$ cat config.mk
export PLATFORM = sky130hd
export DESIGN_NAME = hex_display_arbiter
export DESIGN_NICKNAME = d
export VERILOG_FILES = /design/src/rtl/hex_display_pkg.sv /design/src/rtl/hex_display_arbiter_rr_arbiter.sv /design/src/rtl/hex_display_arbiter.sv
export SDC_FILE = /design/constraint.sdc
export NUM_CORES = 1
export LEC_CHECK = 0
export ABC_AREA = 1
export CORE_MARGIN = 3
export CORE_UTILIZATION = 35
export DETAILED_ROUTE_END_ITERATION = 16
export PLACE_DENSITY = 0.76
export SYNTH_ARGS = -nofsm -noshare
export SYNTH_HDL_FRONTEND = slang
export SYNTH_SLANG_ARGS = --single-unit
$ cat constraint.sdc
create_clock -name clk -period 6.2 [get_ports clk]
set_clock_uncertainty 0.1 [all_clocks]
set_input_delay 1.55 -clock clk [delete_from_list [all_inputs] [get_ports clk]]
set_output_delay 1.55 -clock clk [all_outputs]
set_load 0.01 [all_outputs]
$ cat src/rtl/hex_display_pkg.sv
// Shared types, constants and the round-robin search used by the
// seven-segment display arbiter.
package hex_display_pkg;

  localparam int NUM_DIGITS = 8;
  localparam int DATA_W     = 32;
  localparam int MAX_REQ    = 8;

  typedef enum logic {
    IDLE,
    HOLD
  } state_t;

  // Searches req starting at index ptr and wrapping modulo n.
  // Returns {found, index}; index is meaningless when found is 0.
  // ptr is always below n, so a single conditional subtract wraps.
  function automatic logic [3:0] rr_search(
    input logic [MAX_REQ-1:0] req,
    input logic [2:0]         ptr,
    input int                 n
  );
    logic [3:0] result;
    logic [4:0] pos;
    result = '0;
    pos    = '0;
    for (int k = 0; k < MAX_REQ; k++) begin
      if (k < n && !result[3]) begin
        pos = 5'(ptr) + 5'(k);
        if (pos >= 5'(n)) begin
          pos = pos - 5'(n);
        end
        if (req[pos[2:0]]) begin
          result = {1'b1, pos[2:0]};
        end
      end
    end
    return result;
  endfunction

endpackage

$ cat src/rtl/hex_display_arbiter_rr_arbiter.sv
// Combinational round-robin arbiter: picks the first asserted request at or
// after the pointer, wrapping. The pointer register lives in the parent.
module rr_arbiter
  import hex_display_pkg::*;
#(
  parameter int N = 3
) (
  input  logic [N-1:0] req,
  input  logic [2:0]   ptr,
  input  logic         enable,
  output logic [N-1:0] grant,
  output logic [2:0]   grant_idx
);

  logic [MAX_REQ-1:0] req_ext;
  logic [3:0]         pick;

  // Widen the request vector, run the search and decode a one-hot grant.
  always_comb begin
    req_ext          = '0;
    req_ext[N-1:0]   = req;
    pick             = rr_search(req_ext, ptr, N);
    grant_idx        = pick[2:0];
    grant            = '0;
    for (int i = 0; i < N; i++) begin
      grant[i] = enable && pick[3] && (pick[2:0] == 3'(i));
    end
  end

endmodule

$ cat src/rtl/hex_display_arbiter.sv
// Shares the 8-digit seven-segment display between N_REQ requesters.
// Ownership rotates round-robin; each grant dwells for HOLD_CYCLES cycles,
// during which only the owner may refresh its value.
module hex_display_arbiter
  import hex_display_pkg::*;
#(
  parameter int N_REQ       = 3,
  parameter int HOLD_CYCLES = 50000000
) (
  input  logic                    clk,
  input  logic                    rst,
  input  logic [N_REQ-1:0]        req_valid,
  input  logic [DATA_W*N_REQ-1:0] req_data,
  input  logic [8*N_REQ-1:0]      req_mask,
  output logic [N_REQ-1:0]        req_ready,
  input  logic                    clr,
  output logic [DATA_W-1:0]       hex_data,
  output logic [NUM_DIGITS-1:0]   digit_en,
  output logic [2:0]              owner,
  output logic                    busy
);

  localparam int            TW        = $clog2(HOLD_CYCLES + 1);
  localparam logic [TW-1:0] TIMER_MAX = TW'(HOLD_CYCLES - 1);

  state_t                  state;
  logic [TW-1:0]           timer;
  logic [2:0]              ptr;

  logic                    expiry;
  logic                    arb_window;
  logic                    arb_enable;
  logic [N_REQ-1:0]        grant;
  logic [2:0]              grant_idx;
  logic [N_REQ-1:0]        owner_ready;
  logic [N_REQ-1:0]        ready_int;
  logic                    fire;
  logic [2:0]              win_idx;
  logic [2:0]              next_ptr;
  logic [DATA_W-1:0]       win_data;
  logic [NUM_DIGITS-1:0]   win_mask;

  assign expiry     = (state == HOLD) && (timer == TIMER_MAX);
  assign arb_window = (state == IDLE) || expiry;
  assign arb_enable = arb_window && !rst && !clr;

  rr_arbiter #(
    .N(N_REQ)
  ) u_rr (
    .req      (req_valid),
    .ptr      (ptr),
    .enable   (arb_enable),
    .grant    (grant),
    .grant_idx(grant_idx)
  );

  // Ready goes to the arbiter winner when ownership is up for grabs,
  // otherwise only the dwelling owner may refresh its value.
  always_comb begin
    owner_ready = '0;
    for (int i = 0; i < N_REQ; i++) begin
      owner_ready[i] = req_valid[i] && (owner == 3'(i));
    end
    ready_int = '0;
    if (!rst && !clr) begin
      ready_int = arb_window ? grant : owner_ready;
    end
  end

  assign req_ready = ready_int;
  assign fire      = |(req_valid & ready_int);
  assign win_idx   = arb_window ? grant_idx : owner;
  assign next_ptr  = (win_idx == 3'(N_REQ - 1)) ? 3'd0 : win_idx + 3'd1;

  // Select the winning requester's value and digit mask.
  always_comb begin
    win_data = '0;
    win_mask = '0;
    for (int i = 0; i < N_REQ; i++) begin
      if (win_idx == 3'(i)) begin
        win_data = req_data[DATA_W*i +: DATA_W];
        win_mask = req_mask[NUM_DIGITS*i +: NUM_DIGITS];
      end
    end
  end

  // Ownership FSM: grants, dwell timing, refreshes, clear and reset.
  always_ff @(posedge clk) begin
    if (rst) begin
      state    <= IDLE;
      timer    <= '0;
      ptr      <= '0;
      owner    <= '0;
      busy     <= 1'b0;
      hex_data <= '0;
      digit_en <= '0;
    end else if (clr) begin
      state    <= IDLE;
      timer    <= '0;
      busy     <= 1'b0;
      hex_data <= '0;
      digit_en <= '0;
    end else if (arb_window) begin
      if (fire) begin
        state    <= HOLD;
        timer    <= '0;
        ptr      <= next_ptr;
        owner    <= win_idx;
        busy     <= 1'b1;
        hex_data <= win_data;
        digit_en <= win_mask;
      end else begin
        state <= IDLE;
        busy  <= 1'b0;
      end
    end else begin
      timer <= timer + 1'b1;
      if (fire) begin
        hex_data <= win_data;
        digit_en <= win_mask;
      end
    end
  end

endmodule

==> reports/results.tsv <==
metric	value	unit
max_cap viols	0	
worst flop-to-flop path endpoint	hex_data[24]	
Worst EP required	4550	ps
starting density of the core	36.5	%
Synth Instances	816	
clock sinks	73	
min-delay worst type	reg2reg	
vias in the first global route	5734	
Worst EP arrival	3770	ps
crit path to	req_ready[0]	
register area share after synthesis	28.2	%
drt total wl	18000	um
Ant. Diodes	0	
reg2reg setup slack	2310	ps
DR DRC count	0	
Finish-stage setup viols	0	
maximum vdd drop	245	uV
die width	128	um
Max-slew headroom	18.8	%
synthesis-to-layout area growth	38.6	%
share of layout cells above drive strength 1	8.34	%
Tightest Pin Transition	1210	ps
top cell type by total area after synthesis	dfxtp_1	
Syn Area/Cell	6.36	um2
antenna violations before repair	0	
largest family of logic cells by synthesized area	simple AND/OR/NAND/NOR gates	
worst r2r src	ptr[1]	
global placement routability congestion	0.930	
pwr dens	334	nW/um2
leakage power	0.00285	uW
TritonRoute pass-1 iters	5	
Post-Synth Simple-Gate Area	49.7	%
H-tree depth	3	
fin crit period	5420	ps
critical path launch point	req_valid[1]	
core area	14200	um2
final worst slack	781	ps
top cells by count, synth	nand3_1, nand2_1, nand4_1	
Post-synth EDFFs	0	
fin crit share	87.4	%
Die Area	16300	um2
via count	6085	
IO Pins	173	
post-CTS sizing	0	
Synth Area in XOR/XNOR	0.844	%
CP startpoint kind	primary input	
postcts setup bufs	0	
post-synthesis compound-gate area fraction	6.03	%
cts bufs inserted	9	
Max clock buf depth	2	
Warnings, synthesis	0	
largest cells by area after synthesis	dfxtp_1, nand3_1, nand4_1, nand2_1, inv_1	
Final Max Slew Viols	0	
DP Worst Slack	785	ps
Yosys reg bits	73	
critical path type	in2out	
Synth Flop Type	dfxtp_1	
Overflow after GRT	0	
final std cells w/o fill	1139	
Placed Cells	1123	
fin util	50.6	%
status	complete, no violations	
post-synthesis mux area share	0	%
First DRT Iteration DRCs	561	
fill count	1435	
Syn Nets	950	
Synth Area in Adders	1.93	%
Setup TNS	0	ps
Syn Std Cell Area	5190	um2
Synth async-reset ratio	0	%
CTS root buffer	clkbuf_16	
die height	128	um
clk_lat worst skew	330	ps
Fmax	0.185	GHz
FF-to-FF path depth	16	
routed len/inst	15.8	um
DPL Wire Length	12900	um
Synth cell types	39	
layout net count	1088	
first-pass GRT wire length	29000	um
CTS tree	yes	
row cnt	43	
GRT Total Usage	21.6	%
Setup crit end kind	primary output	
port buffer count	172	
number of vias per cell	5.34	
ANT nets after route	0	
clock slew at reported path FFs	60	ps
Final Hold Fails	0	
dominant cell by count in the synthesized netlist	nand3_1	
largest net degree at the start of global routing	44	
RSZ-0062 raised after global routing	no	
Max FO, Critical Path	5	
share of the synthesized area in the top cell type	28.2	%
CTS Hold Buffers Added	0	
[worst min-delay path by stage]
stage / startpoint / endpoint / slack (ps) / cells past startpoint
floorplan: timer[13] / timer[13] / 370 / 2
global placement: timer[3] / timer[4] / 390 / 2
detailed placement: timer[3] / timer[4] / 390 / 2
CTS: timer[3] / timer[4] / 400 / 2
global route: timer[4] / timer[4] / 420 / 2
finish: timer[3] / timer[4] / 400 / 2
[power by group]
group	internal, uW	switching (uW)
Combinational	501	884
Clock	271	206
Sequential	508	30.0
Total	1280	1120
[cell usage in the layout, fill, tap and decap left out, types with 2 or more instances in the layout]
cell type        count
nand4_1             92
nor3_1              18
buf_4               10
nand2_2              7
nor4_1               6
nor2_1              85
nor2_2              22
xor2_1               4
nand2_1            125
or2_0                2
nor2_4               3
a21oi_1             23
ha_1                 8
or2_2                3
dfxtp_1             73
inv_2                8
clkinvlp_4           4
o21ai_4              2
o21ai_0             11
nand3_2              5
nand3_1            155
a21oi_4              2
inv_1               91
clkbuf_16            9
clkdlybuf4s50_1    172
a221oi_1             2
[routing by layer]
layer | share of wire, % | GRT usage (%) | wire length [um] | vias up
met5 | 0 | 0 | 0 | -
met4 | 2.4 | 6.49 | 426 | 0
met3 | 7.8 | 4.17 | 1410 | 30
met2 | 46 | 35.9 | 8280 | 238
met1 | 44 | 28.5 | 7910 | 2777
li1 | - | - | - | 3040
[cells by family (layout without fill, tap and decap cells)]
group / Yosys count / after routing
compound gates: 50 / 50
buf+inv: 154 / 297
xor+xnor: 5 / 5
flops: 73 / 73
fa+ha+maj: 8 / 8
simple gates: 526 / 526
[through the flow]
stage          hold slack [ps]  area [um2]  power [uW]
2_1_floorplan              369        5190        1600
3_3_place_gp               386        6920        1920
3_5_place_dp               392        6920        1930
4_1_cts                    401        7190        2420
5_1_grt                    424        7190        2600
6_report                   401        7190        2400
[worst max-delay path, stage by stage]
cell,delay [ps]
clkdlybuf4s50_1,550
inv_1,110
a21oi_4,180
nand3_2,120
nand3_1,140
nand3_2,150
nand2_1,170
nand3_2,170
inv_1,80
clkdlybuf4s50_1,530
[final cells by class]
| type | count | area, um2 | area share, % |
|---|---|---|---|
| inverters | 99 | 372 | 5.17 |
| repair buffers | 182 | 1800 | 25.0 |
| clock buffers | 10 | 229 | 3.18 |
| clock inverters | 6 | 43.8 | 0.609 |
| multi-input cells | 589 | 3060 | 42.6 |
| flip-flops and latches | 73 | 1460 | 20.3 |
| well taps | 180 | 225 | 3.13 |
[state kept, by name (all words and copies together), names as in the netlist]
name	flops
digit_en	8
hex_data	32
owner	3
ptr	3
state	1
timer	26
Power figures use the tool's default switching activity.
